===== config.mk =====
export PLATFORM = sky130hd
export DESIGN_NAME = uart_rx_edge_bit_sampler_flat
export DESIGN_NICKNAME = d
export VERILOG_FILES = /design/src/rtl/uart_rx_edge_bit_sampler_pkg.sv /design/src/rtl/uart_rx_edge_bit_sampler_if.sv /design/src/rtl/uart_rx_sync2.sv /design/src/rtl/uart_rx_edge_bit_sampler.sv /design/src/flat_wrapper.sv
export SDC_FILE = /design/constraint.sdc
export NUM_CORES = 1
export LEC_CHECK = 0
export CAP_MARGIN = 20
export CORE_MARGIN = 10
export CORE_UTILIZATION = 42
export CTS_CLUSTER_SIZE = 25
export DETAILED_ROUTE_END_ITERATION = 10
export GPL_TIMING_DRIVEN = 1
export HOLD_SLACK_MARGIN = 0.12
export PLACE_DENSITY = 0.72
export SLEW_MARGIN = 40
export SYNTH_ARGS = -nofsm -noshare
export SYNTH_HDL_FRONTEND = slang
export SYNTH_SLANG_ARGS = --single-unit
export TNS_END_PERCENT = 100

===== constraint.sdc =====
create_clock -name CLK -period 1.36 [get_ports CLK]
set_clock_uncertainty 0.05 [all_clocks]
set_input_delay 0.272 -clock CLK [delete_from_list [all_inputs] [get_ports CLK]]
set_output_delay 0.272 -clock CLK [all_outputs]
set_load 0.005 [all_outputs]

===== src/rtl/uart_rx_edge_bit_sampler_pkg.sv =====
// Shared UART RX definitions: default counter widths, frame bit indices and
// the oversampling-factor legality check used by the edge counter.
package uart_rx_edge_bit_sampler_pkg;

  localparam int EDGE_W_DEFAULT = 3;
  localparam int BIT_W_DEFAULT  = 4;

  localparam int BIT_START     = 0;
  localparam int BIT_DATA_LAST = 8;
  localparam int BIT_PARITY    = 9;
  localparam int BIT_STOP      = 10;

  // Legal oversampling factors are powers of two from 8 up to 2^edgeW.
  function automatic logic prescaleLegal(input logic [31:0] prescale, input int edgeW);
    logic [31:0] maxPrescale;
    maxPrescale = 32'd1 << edgeW;
    return (prescale >= 32'd8) && (prescale <= maxPrescale) &&
           ((prescale & (prescale - 32'd1)) == 32'd0);
  endfunction

endpackage


===== src/rtl/uart_rx_edge_bit_sampler_if.sv =====
// Bundle between the RX receive-control FSM (master) and the edge/bit sampler
// (slave): line input, prescale, counter enable and the sampler's outputs.
interface uart_rx_edge_bit_sampler_if
  import uart_rx_edge_bit_sampler_pkg::*;
#(
  parameter int EDGE_W = EDGE_W_DEFAULT,
  parameter int BIT_W  = BIT_W_DEFAULT
);

  logic              RXIn;
  logic [EDGE_W:0]   Prescale;
  logic              CounterEnable;
  logic              RXSync;
  logic [EDGE_W-1:0] EdgeCounter;
  logic [BIT_W-1:0]  BitCounter;
  logic              SampledBit;
  logic              SampleValid;

  modport master (
    output RXIn, Prescale, CounterEnable,
    input  RXSync, EdgeCounter, BitCounter, SampledBit, SampleValid
  );

  modport slave (
    input  RXIn, Prescale, CounterEnable,
    output RXSync, EdgeCounter, BitCounter, SampledBit, SampleValid
  );

endinterface


===== src/rtl/uart_rx_sync2.sv =====
// Two-flop synchroniser for the asynchronous RX line; both flops preset to the
// idle-high level so the receiver never sees a false start bit out of reset.
module uart_rx_sync2 (
  input  logic CLK,
  input  logic RST,
  input  logic D,
  output logic Q
);

  logic meta_p0;
  logic sync_p1;

  always_ff @(posedge CLK or negedge RST) begin
    if (!RST) begin
      meta_p0 <= 1'b1;
      sync_p1 <= 1'b1;
    end else begin
      meta_p0 <= D;
      sync_p1 <= meta_p0;
    end
  end

  assign Q = sync_p1;

endmodule


===== src/rtl/uart_rx_edge_bit_sampler.sv =====
// UART RX timing front-end: line sync, oversample edge counter, frame bit
// counter and 3-point majority sampler. UART_RX_SYNC_EN adds the 2-flop sync.
module uart_rx_edge_bit_sampler
  import uart_rx_edge_bit_sampler_pkg::*;
#(
  parameter int EDGE_W = EDGE_W_DEFAULT,
  parameter int BIT_W  = BIT_W_DEFAULT
) (
  input logic CLK,
  input logic RST,
  uart_rx_edge_bit_sampler_if.slave bus
);

  logic rxSync;

`ifdef UART_RX_SYNC_EN
  uart_rx_sync2 u_sync2 (
    .CLK (CLK),
    .RST (RST),
    .D   (bus.RXIn),
    .Q   (rxSync)
  );
`else
  assign rxSync = bus.RXIn;
`endif

  function automatic logic majority3(input logic a, input logic b, input logic c);
    return (a & b) | (a & c) | (b & c);
  endfunction

  // Sampling points derive from the effective prescale; illegal values fall
  // back to the widest factor so the counter still wraps at a sane point.
  logic              prescaleOk;
  logic [EDGE_W-1:0] lastEdge;
  logic [EDGE_W-1:0] midEdge;
  logic [EDGE_W-1:0] earlyEdge;
  logic [EDGE_W-1:0] voteEdge;

  always_comb begin
    prescaleOk = prescaleLegal(32'(bus.Prescale), EDGE_W);
    if (prescaleOk) begin
      lastEdge = EDGE_W'(bus.Prescale - (EDGE_W+1)'(1));
      midEdge  = EDGE_W'(bus.Prescale >> 1);
    end else begin
      lastEdge = '1;
      midEdge  = {1'b1, {(EDGE_W-1){1'b0}}};
    end
    earlyEdge = midEdge - EDGE_W'(1);
    voteEdge  = midEdge + EDGE_W'(1);
  end

  // Stage p0: oversample edge counter and frame bit counter
  logic [EDGE_W-1:0] edgeCnt_p0;
  logic [BIT_W-1:0]  bitCnt_p0;

  always_ff @(posedge CLK or negedge RST) begin
    if (!RST) begin
      edgeCnt_p0 <= '0;
      bitCnt_p0  <= '0;
    end else if (!bus.CounterEnable) begin
      edgeCnt_p0 <= '0;
      bitCnt_p0  <= '0;
    end else if (edgeCnt_p0 == lastEdge) begin
      edgeCnt_p0 <= '0;
      bitCnt_p0  <= bitCnt_p0 + BIT_W'(1);
    end else begin
      edgeCnt_p0 <= edgeCnt_p0 + EDGE_W'(1);
    end
  end

  // Stage p1: mid-bit samples and vote; the third sample is taken live so the
  // voted bit lands one edge earlier and is settled well before the last edge.
  logic sampleEarly_p1;
  logic sampleMid_p1;
  logic sampledBit_p1;
  logic vld_p1;

  always_ff @(posedge CLK or negedge RST) begin
    if (!RST) begin
      sampleEarly_p1 <= 1'b1;
      sampleMid_p1   <= 1'b1;
      sampledBit_p1  <= 1'b1;
      vld_p1         <= 1'b0;
    end else begin
      vld_p1 <= bus.CounterEnable && (edgeCnt_p0 == voteEdge);
      if (bus.CounterEnable && (edgeCnt_p0 == earlyEdge)) begin
        sampleEarly_p1 <= rxSync;
      end
      if (bus.CounterEnable && (edgeCnt_p0 == midEdge)) begin
        sampleMid_p1 <= rxSync;
      end
      if (bus.CounterEnable && (edgeCnt_p0 == voteEdge)) begin
        sampledBit_p1 <= majority3(sampleEarly_p1, sampleMid_p1, rxSync);
      end
    end
  end

  assign bus.RXSync      = rxSync;
  assign bus.EdgeCounter = edgeCnt_p0;
  assign bus.BitCounter  = bitCnt_p0;
  assign bus.SampledBit  = sampledBit_p1;
  assign bus.SampleValid = vld_p1;

endmodule

===== src/flat_wrapper.sv =====
// flat-port wrapper written by rule: the top's interface ports become plain ports
module uart_rx_edge_bit_sampler_flat import uart_rx_edge_bit_sampler_pkg::*;
#(
  parameter int EDGE_W = EDGE_W_DEFAULT,
  parameter int BIT_W  = BIT_W_DEFAULT
)
  (CLK, RST, bus_RXIn, bus_Prescale, bus_CounterEnable, bus_RXSync, bus_EdgeCounter, bus_BitCounter, bus_SampledBit, bus_SampleValid);
  uart_rx_edge_bit_sampler_if #(.EDGE_W(EDGE_W), .BIT_W(BIT_W)) bus_i ();
  input logic CLK;
  input logic RST;
  input wire logic [$bits(bus_i.RXIn)-1:0] bus_RXIn;
  input wire logic [$bits(bus_i.Prescale)-1:0] bus_Prescale;
  input wire logic [$bits(bus_i.CounterEnable)-1:0] bus_CounterEnable;
  output wire logic [$bits(bus_i.RXSync)-1:0] bus_RXSync;
  output wire logic [$bits(bus_i.EdgeCounter)-1:0] bus_EdgeCounter;
  output wire logic [$bits(bus_i.BitCounter)-1:0] bus_BitCounter;
  output wire logic [$bits(bus_i.SampledBit)-1:0] bus_SampledBit;
  output wire logic [$bits(bus_i.SampleValid)-1:0] bus_SampleValid;
  assign bus_i.RXIn = bus_RXIn;
  assign bus_i.Prescale = bus_Prescale;
  assign bus_i.CounterEnable = bus_CounterEnable;
  assign bus_RXSync = bus_i.RXSync;
  assign bus_EdgeCounter = bus_i.EdgeCounter;
  assign bus_BitCounter = bus_i.BitCounter;
  assign bus_SampledBit = bus_i.SampledBit;
  assign bus_SampleValid = bus_i.SampleValid;
  uart_rx_edge_bit_sampler #(.EDGE_W(EDGE_W), .BIT_W(BIT_W)) u_core (.CLK(CLK), .RST(RST), .bus(bus_i));
endmodule

# Word level (Yosys, flattened, before mapping)
# Cells that the tools add are included.
# totals
out_inout_bits	10
n_memories	0
reg_bits	11
latch_bits	0
romBits	0
elab_cells	37
ram_bits	0
input_bits	8
# classes
n_reduce_logical	6
eq_ne	5
magnitude_cmp	2
div	0
multipliers	0
bitwise_logic	6
n_shift	0
addsub	6
mux	6
# ops
cell	n
bitwise AND 4 x 32 -> 32 bit	1
zero test 32 bit	1
equality test 3 bit	4
2-to-1 mux 3 bit	4
2-to-1 mux 4 bit	2
adder 3 x 1 -> 3 bit (second input constant)	2
subtractor 3 x 1 -> 3 bit (second input constant)	2
logical AND 1 bit	5
subtractor 4 x 1 -> 5 bit (second input constant)	1
adder 4 x 1 -> 4 bit (second input constant)	1
greater-or-equal comparator 4 bit (second input constant)	1
<= comparator 4 bit (second input constant)	1
bitwise AND 1 bit	3
inequality test 2 x 1 -> 1 bit (second input constant)	1
OR 1 bit	2

# Longest topological paths before layout
# logic_depth
ltp_word	8
depth_mapped	9

# Worst setup path before layout
# No wires, ideal clock.
# synth_timing
path_type	input -> register
from	in bus_Prescale[0]
to	reg u_core.edgeCnt_p0[1] (netlist: u_core.bus.EdgeCounter[1])
n_path_buf	0
arrival_ns	1.566
path_stages	9
setup_ns	0.120
slack_ns	-0.376
cell_sequence	inv_1 -> ha_1 -> inv_1 -> ha_1 -> xor2_1 -> a31oi_2 -> o22ai_2 -> nand2_2 -> and3_1
# synth_between
elab_chain_cells	8
# synth_lines
item	line_no	text
from (decl)	flat_wrapper.sv:12	input wire logic [$bits(bus_i.Prescale)-1:0] bus_Prescale;
subtractor 4 x 1 -> 5 bit	uart_rx_edge_bit_sampler_pkg.sv:18	((prescale & (prescale - 32'd1)) == 32'd0);
bitwise AND 4 x 32 -> 32 bit	uart_rx_edge_bit_sampler_pkg.sv:18	
zero test 32 bit	uart_rx_edge_bit_sampler_pkg.sv:18	
logical AND 1 bit	uart_rx_edge_bit_sampler_pkg.sv:17	return (prescale >= 32'd8) && (prescale <= maxPrescale) &&
2-to-1 mux 3 bit (*)	uart_rx_edge_bit_sampler.sv:41	if (prescaleOk) begin
equality test 3 bit (*)	uart_rx_edge_bit_sampler.sv:63	end else if (edgeCnt_p0 == lastEdge) begin
2-to-1 mux 3 bit (*)	uart_rx_edge_bit_sampler.sv:63	
2-to-1 mux 3 bit (*)	uart_rx_edge_bit_sampler.sv:60	end else if (!bus.CounterEnable) begin
to (signal assigned)	uart_rx_edge_bit_sampler.sv:67	edgeCnt_p0 <= edgeCnt_p0 + EDGE_W'(1);
to (decl)	uart_rx_edge_bit_sampler.sv:53	logic [EDGE_W-1:0] edgeCnt_p0;
# Mark *: on every way between the ends. The rest lies on a longest branch, timed or not.
# A chain may end at the register's enable or synchronous reset.

# Final worst setup path
# layout_timing
from	reg u_core.edgeCnt_p0[2] (netlist: u_core.bus.EdgeCounter[2])
to	reg u_core.edgeCnt_p0[2] (netlist: u_core.bus.EdgeCounter[2])
# layout_between
elab_chain_cells	3
# layout_lines
item	line_no
adder 3 x 1 -> 3 bit or equality test 3 bit (tied branches)	uart_rx_edge_bit_sampler.sv:67, uart_rx_edge_bit_sampler.sv:63
2-to-1 mux 3 bit (*)	uart_rx_edge_bit_sampler.sv:63
2-to-1 mux 3 bit (*)	uart_rx_edge_bit_sampler.sv:60
# Marked as above.

==> flow_summary.toml <==
[outcome]
status = "complete, but fails checks"
violations = "negative setup slack"

[setup_path]
rrSetupSlack_ps = -160
r2r-start = "u_core.bus.EdgeCounter[2]"
cp.required_ps = 1470
cp-start-kind = "flop"
worstReg2RegEnd = "u_core.bus.EdgeCounter[2]"
critPathKind = "flop to flop"
worstSetupEndpointType = "flop"
crit_fanout = 4
rr_worst_depth = 6
cp-startpoint = "u_core.bus.EdgeCounter[2]"
arrival_ps = 1630
cp-endpoint = "u_core.bus.EdgeCounter[2]"

[clock_network]
htreeDepth = 1
cts-root-buf = "clkbuf_4"
worstSkewPairLatency_ps = 260
clock_path_buffers = 2
path_clk_slew_ps = 70
cts_hold_buf = 0
numCtsBuffers = 3
cts_tree = "done"
clock_sinks = 11

[final_layout]
layout.nets = 126
syn_to_final_growth_pct = 65.3
final_cell_mix = "buf_4, dfrtp_1, nand2_1"
drive_above_1_share_pct = 46.4
post-route-util_pct = 76.3
fin_area_um2 = 1200
num_antenna_cells = 0
final_cells = 126
final_common_cell = "buf_4"

[detailed_routing]
routed_wl_mm = 1.73
antenna_left = 0
drtIter0Drc = 5
avgViaCountPerCell = 4.85
drc = 0
vias = 611
routedWlPerCell_um = 13.7
drt_pass1_iterations = 4

[global_route]
grtUsageTotal_pct = 9.88
antenna_found_initial = 0
grt_pass1_vias = 632
grt_max_degree = 12
globalRoute.totalOverflow = 0
grt_pass1_wl_mm = 2.75

[timing]
finalHoldViolCount = 0
period_minus_slack_ps = 1520
setup_tns_ps = -996
setup_viol_count_final = 8
worst_slack_ps = -163
period_share_pct = 112
slew_violations = 0
max_freq_mhz = 657
rsz0062_at_grt = "true"

[synthesis]
synth.avg_cell_area_um2 = 10.7
yosys-top-cells-area = "dfrtp_1, ha_1, dfstp_2"
yosysSeqAreaShare_pct = 38.3
synth_top_area_share_pct = 27.5
synth_area_um2 = 728
synth_edf_count = 0
synth_warnings = 0
synthArstFlopShare_pct = 100
synth_top_area_cell = "dfrtp_1"
synthCells = 68
ys_seq_elements = 11
ys_types = 32
synth_ff_type = "dfrtp_1"

[power_and_ir_drop]
peakVddDrop_uv = 649
p_sw_uw = 247
power_density_nw_per_um2 = 763
cell_internal_pwr_uw = 671
pwr-share-comb_pct = 31.8
clockPowerShare_pct = 24.3
pwr-share-seq_pct = 43.9
power_uw = 918
p_leak_uw = 0.000610
switching_share_pct = 26.9

[run]
drv_cap = 0

[min_path]
hold_path_class = "input port to asynchronous set/reset pin"

[placement]
place_congestion = 0.715
port_buffers = 17
hpwl_mm = 1.23
dpl-instance-area_um2 = 1050
placed_cells = 114

[floorplan]
ioPinCount = 18
die_h_um = 61.6
die_area_um2 = 3800
core_um2 = 1580
initial_core_util_pct = 46.2
die_x_um = 61.6
placementRows = 14
-- critical path, cell delays in order, from the launching register on --
cell	delay, ps
dfrtp_2	410
buf_6	130
and4bb_1	290
a31oi_4	50
o22ai_4	200
nand2_2	120
and3_1	160
-- sequential cells by signal (all words and copies together) (netlist names) --
name	count
u_core.bus.SampleValid	1
u_core.bus.EdgeCounter	3
u_core.bus.BitCounter	4
u_core.bus.SampledBit	1
u_core.sampleMid_p1	1
u_core.sampleEarly_p1	1
-- how the worst min path moves through the flow --
stage / end / slack (ps) / cells after the start
floorplan: u_core.bus.BitCounter[0] / -70 / 0
global placement: u_core.bus.EdgeCounter[0] / 490 / 1
detailed placement: u_core.bus.EdgeCounter[0] / 490 / 1
CTS: u_core.bus.SampleValid / 240 / 2
global route: u_core.bus.SampleValid / 250 / 2
finish: u_core.bus.EdgeCounter[0] / 250 / 2
-- synthesized netlist by cell type, drive strengths merged, types with 2 or more instances --
master,number
nand2,7
nor3,2
xnor2,3
mux2i,2
ha,7
xor2,3
and4bb,2
and3,3
dfrtp,8
mux2,3
nor2b,2
nand3,3
o22ai,2
dfstp,3
inv,4
buf,3
conb,2
-- cell type report --
type	instances	area, µm²
clock buffer	4	26.3
fill	106	373
inverter	4	32.5
multi-input combinational	52	487
sequential	11	280
tap	16	20.0
timing repair buffer	39	358
-- per-layer routing --
metal | GRT usage (%) | share of wire (%)
met1 | 10.6 | 42
met2 | 16.5 | 52
met3 | 3.50 | 5.6
met4 | 5.41 | 0.81
met5 | 0 | 0
-- cell families after synthesis --
kind of cell	synth area share (%)
AO/OA/AOI/OAI	6.36
XOR/XNOR	7.22
adder cells (fa/ha/maj)	13.4
buffers and inverters	5.67
flip-flops	38.3
multiplexers	7.39
other	1.03
AND/OR/NAND/NOR	20.6
-- per-stage QoR --
step | worst slack [ps] | hold WS, ps
floorplan | -255 | -73.6
global placement | -983 | 494
detailed placement | -1010 | 495
CTS | -170 | 238
global route | -234 | 251
finish | -163 | 246
-- power groups by stage --
stage | Clock [µW] | Sequential, µW | Combinational, µW
finish | 223 | 403 | 292
global route | 247 | 406 | 316
CTS | 235 | 403 | 280
detailed placement | 0 | 410 | 233
global placement | 0 | 408 | 227
floorplan | 0 | 407 | 111
-- repair_timing --
action                                  in CTS  in global routing
endpoints found under the setup margin      18                 11
pin swaps                                   10                  6
setup buffers                                7                  1
gates cloned                                 0                  0
gates resized for setup                     42                  9
(Power assumes the default switching activity.)
